File: config.mk
export PLATFORM = sky130hd
export DESIGN_NAME = harmonic_cfg_seq
export DESIGN_NICKNAME = d
export VERILOG_FILES = /design/src/rtl/harmonic_cfg_seq.sv
export SDC_FILE = /design/constraint.sdc
export NUM_CORES = 1
export LEC_CHECK = 0
export ABC_AREA = 1
export CORE_ASPECT_RATIO = 0.75
export CORE_UTILIZATION = 40
export CTS_CLUSTER_SIZE = 14
export DETAILED_ROUTE_END_ITERATION = 8
export SLEW_MARGIN = 30
export SYNTH_ARGS = -nofsm -noshare
export SYNTH_HDL_FRONTEND = slang
export SYNTH_SLANG_ARGS = --single-unit
export TNS_END_PERCENT = 10
File: constraint.sdc
create_clock -name clk -period 4.1 [get_ports clk]
set_input_delay 0.41 -clock clk [delete_from_list [all_inputs] [get_ports clk]]
set_output_delay 0.41 -clock clk [all_outputs]
set_load 0.01 [all_outputs]
File: src/rtl/harmonic_cfg_seq.sv
// harmonic_cfg_seq: writes {phase, k*freq} config words to NUM_CH harmonic DDS channels, then mutes until settled.
// Define HARMONIC_CFG_NYQ_CLAMP_EN to zero increments at/above Nyquist and flag them in err_ovf.
module harmonic_cfg_seq #(
  parameter int NUM_CH     = 5,
  parameter int FW         = 32,
  parameter int PW         = 32,
  parameter int SETTLE_CYC = 16
) (
  input  logic                 clk,
  input  logic                 rst_n,
  input  logic                 cfg_req,
  input  logic [FW-1:0]        cfg_freq,
  input  logic [NUM_CH*PW-1:0] cfg_phase,
  output logic [NUM_CH-1:0]    dds_cfg_tvalid,
  output logic [PW+FW-1:0]     dds_cfg_tdata,
  input  logic [NUM_CH-1:0]    dds_cfg_tready,
  output logic                 cfg_busy,
  output logic                 cfg_done,
  output logic                 mute,
  output logic [NUM_CH-1:0]    err_ovf
);
  localparam int CW = $clog2(NUM_CH + 1);
  localparam int SW = $clog2(SETTLE_CYC + 1);
  typedef enum logic [1:0] {IDLE, SEND, SETTLE} state_t;
  state_t state, state_nxt;
  logic [CW-1:0] ch;
  logic [SW-1:0] cnt;
  logic [FW:0] inc, sum;
  logic [FW-1:0] freq, freq_sh, new_freq, inc_out;
  logic [NUM_CH*PW-1:0] phase, phase_sh, new_phase;
  logic pending, hs, last_ch, settled, start;
  always_comb begin
    hs        = state == SEND && dds_cfg_tready[ch];
    last_ch   = ch == CW'(NUM_CH - 1);
    settled   = state == SETTLE && cnt == SW'(SETTLE_CYC - 1);
    start     = ((state == IDLE || settled) && cfg_req) || (settled && pending);
    new_freq  = cfg_req ? cfg_freq : freq_sh;
    new_phase = cfg_req ? cfg_phase : phase_sh;
    sum       = inc + {1'b0, freq};
    state_nxt = start ? SEND : settled ? IDLE : (hs && last_ch) ? SETTLE : state;
  end
  always_ff @(posedge clk or negedge rst_n)
    if (!rst_n) state <= IDLE;
    else state <= state_nxt;
  // The carry bit is sticky: once a harmonic passes 2^FW, every higher one is over range too.
  always_ff @(posedge clk or negedge rst_n)
    if (!rst_n) begin
      ch       <= '0;
      cnt      <= '0;
      inc      <= '0;
      freq     <= '0;
      phase    <= '0;
      freq_sh  <= '0;
      phase_sh <= '0;
      pending  <= 1'b0;
      cfg_done <= 1'b0;
    end else begin
      cfg_done <= settled;
      if (start) begin
        freq    <= new_freq;
        phase   <= new_phase;
        inc     <= {1'b0, new_freq};
        ch      <= '0;
        pending <= 1'b0;
      end else begin
        if (cfg_req && state != IDLE) begin
          freq_sh  <= cfg_freq;
          phase_sh <= cfg_phase;
          pending  <= 1'b1;
        end
        if (hs) begin
          inc <= {inc[FW] | sum[FW], sum[FW-1:0]};
          ch  <= ch + 1'b1;
          cnt <= '0;
        end
        if (state == SETTLE) cnt <= cnt + 1'b1;
      end
    end
`ifdef HARMONIC_CFG_NYQ_CLAMP_EN
  logic ovf;
  assign ovf     = inc[FW] | inc[FW-1];
  assign inc_out = ovf ? '0 : inc[FW-1:0];
  always_ff @(posedge clk or negedge rst_n)
    if (!rst_n) err_ovf <= '0;
    else if (start) err_ovf <= '0;
    else if (hs && ovf) err_ovf[ch] <= 1'b1;
`else
  assign inc_out = inc[FW-1:0];
  assign err_ovf = '0;
`endif
  assign cfg_busy       = state != IDLE;
  assign mute           = cfg_busy;
  assign dds_cfg_tvalid = state == SEND ? NUM_CH'(1) << ch : '0;
  assign dds_cfg_tdata  = state == SEND ? {phase[ch*PW +: PW], inc_out} : '0;
endmodule
==> summary.txt <==
Status = completed
Psw = 9750 uW
Layout cells sized above 1 = 7.09%
Clk buf depth = 3
Slew margin rel. = 40.5%
Slowest CP cell = dfrtp_1
Worst-path fanout max = 35
Clock Skews = 0.0178 ns
DP Cell Count = 3601
Cell Rows = 74
Htree depth = 2
Final WL = 67700 um
Setup tns final = 0 ns
Clock Power Share = 17.8%
Slew @ Worst Pin = 0.883 ns
IO Pins = 277
Number of buffers created by CTS = 45
GRT Total Usage = 24.2%
Drc violations = 0
CTS tree = built
Internal Pwr Total = 12800 uW
Synth warn = 0
Largest family of logic cells by synthesized area = simple AND/OR/NAND/NOR gates
Dpl hpwl = 47500 um
Nets@finish = 3167
P per Cell Area = 843 nW/um^2
Fin cells = 3687
Achievable Freq = 262 MHz
First-pass GRT wire length = 105000 um
Overall power after layout = 22500 uW
Final worst slack = 0.281 ns
Final Util = 49.0%
Final hold viol count = 0
Post-CTS Setup Bufs = 0
Seq pwr share = 31.1%
Initial core utilization = 40.5%
DRT iter0 DRCs = 1881
Largest net degree at the start of global routing = 187
Critical Path AT = 3.41 ns
Max VDD drop = 0.429 mV
Synth Area in Simple Gates = 17.6%
Final setup fails = 0
Tmin final = 3.82 ns
Unrepaired setup endpoints after global routing = no
HP Class = in2async
CTS Sinks = 428
Clock Latency Late Sink = 0.59 ns
Crit. End Element = output port
Port-buffer cells = 271
Die width = 273 um
Synth cell types = 38
Leakage = 0.0127 uW
Drt first pass iters = 7
DR WL/cell = 18.3 um
Crit-path max cell delay = 0.77 ns
Grt ovf = 0
Cell Chain, Critical Path = clkinv_1, buf_4, a21oi_1, o21ai_0, a311o_1, inv_1, clkdlybuf4s50_1
Sequential area share after synthesis = 48.5%
Max_cap viols = 0
Compound-Gate Fraction of Synth Area = 16.7%
Xor/xnor cell area share of the yosys netlist = 0.436%
Vias in the first global route = 18000
Post-synthesis mux area share = 4.89%
Max-slew violations = 0
Comb pwr share = 51.1%
Via count = 19000
Startpoint types = flip-flop
Average size of a mapped cell = 8.04 um^2
Synth-to-layout area growth = 21.0%
Number of synthesized register bits = 428
Commonest non-fill, non-tap cells in the layout = nand2_1, dfrtp_1, inv_1, clkdlybuf4s50_1, o21ai_0
Dpl ws = 0.931 ns
Die area = 56200 um^2
Chip height = 206 um
Post-synthesis instance area = 22100 um^2
Post-detailed-route count of antenna-violating nets = 0
Core ar. = 54500 um^2
# fillers = 5188
Initial antenna violation count = 3
Cells after synthesis = 2747
WS Path Type = reg2out
Post-Synth Adder-Cell Area = 2.24%
Commonest non-fill, non-tap cell in the layout = nand2_1
Root buffer cell = clkbuf_16
Final Cycle Share = 93.1%
Global placement routability congestion = 0.892
Reg clk slew, reported paths = 0.06 ns
Req. time, crit path = 3.69 ns
Sw Ratio = 43.2%
Vias/cell = 5.16
[cells by family (layout without fill, tap and decap cells)]
logic type,after synthesis,count (layout)
and+or+nand+nor,1006,1006
AOI/OAI and AO/OA,643,643
buffers and inverters,523,734
DFF,428,428
muxes,96,96
adders and majority gates,39,39
xor gates and xnor gates,11,11
other,1,8
[worst max-delay path, delay by kind of cell, from the launching register on]
kind            cells  cell delay, ns
flops               1            0.77
compound gates      3            0.99
buf+inv             4            1.06
[final cells by class]
cell class	instances	area, um^2	share of cell area (%)
Antenna cell	3	7.51	0.0281
Clock buffer	69	1330	4.96
Clock inverter	12	98.8	0.370
Inverter	351	1330	4.96
Multi-Input combinational cell	1800	9300	34.8
Sequential cell	428	10700	40.1
Tap cell	722	903	3.38
Timing Repair Buffer	302	3070	11.5
[power groups by stage]
stage	registers (uW)	clock network, uW	logic, uW
global placement	6990	0	11400
global route	7200	4290	12900
finish	7000	4020	11500
floorplan	6720	0	7520
CTS	6990	4120	11600
detailed placement	7050	0	11500
[synthesized netlist by cell type (all sizes together)]
master	instances	area share [%]
nand4	2	0.057
o22ai	2	0.057
a21o	1	0.034
buf	82	2.1
a21oi	179	4.1
a31oi	107	3.0
a311o	32	1.4
o21ai	252	5.7
nor3	7	0.16
and3	1	0.028
xor2	10	0.40
clkbuf	90	1.5
or2	2	0.057
o21bai	2	0.068
nand3	48	1.1
mux2	96	4.9
conb	1	0.017
dfrtp	428	48
o211ai	65	2.2
nor2	231	4.0
xnor2	1	0.040
nand3b	3	0.10
a22oi	2	0.068
fa	1	0.091
inv	349	5.9
ha	38	2.2
nand2	712	12
clkinv	2	0.034
o31ai	1	0.034
[stage by stage]
stage	area [um^2]	hold WS, ns
after floorplan	22100	0.114
after global placement	25300	0.467
final	26700	0.284
after CTS	26700	0.345
after global routing	26700	0.305
after detailed placement	25300	0.473
[metal layers]
layer  wire length (um)  global-route usage, %  vias to the layer above
met5                  0                      0                        -
met4               1740                   7.40                        0
met3               4730                   4.61                       93
met2              28600                   34.2                      563
met1              32600                   36.9                     9107
li1                   -                      -                     9266
[final timing paths]
check | depth (start not counted) | slack, ns | startpoint | endpoint
max | 7 | 0.28 | ch[1]$_DFFE_PN0P_ | dds_cfg_tdata[47]
min | 2 | 0.28 | rst_n | phase_sh[73]$_DFFE_PN0P_
max reg2reg | 9 | 1.01 | ch[1]$_DFFE_PN0P_ | inc[3]$_DFFE_PN0P_
min reg2reg | 2 | 0.48 | freq_sh[3]$_DFFE_PN0P_ | freq_sh[3]$_DFFE_PN0P_
max in group asynchronous | 4 | 2.46 | rst_n | freq[8]$_DFFE_PN0N_
min in group clk | 3 | 0.37 | cfg_req | phase[155]$_DFFE_PN0N_
[state kept, by name, summed over array words and instances, names as in the netlist]
register / cells
freq_sh: 32
cnt: 5
phase: 160
cfg_done: 1
freq: 32
phase_sh: 160
pending: 1
ch: 3
state: 2
inc: 32
[what timing repair did]
item	in CTS	in global routing
resized for setup	0	0
endpoints found under the hold margin	99	0
hold buffers	1	0
No activity file was read; power rests on OpenSTA's default activity.
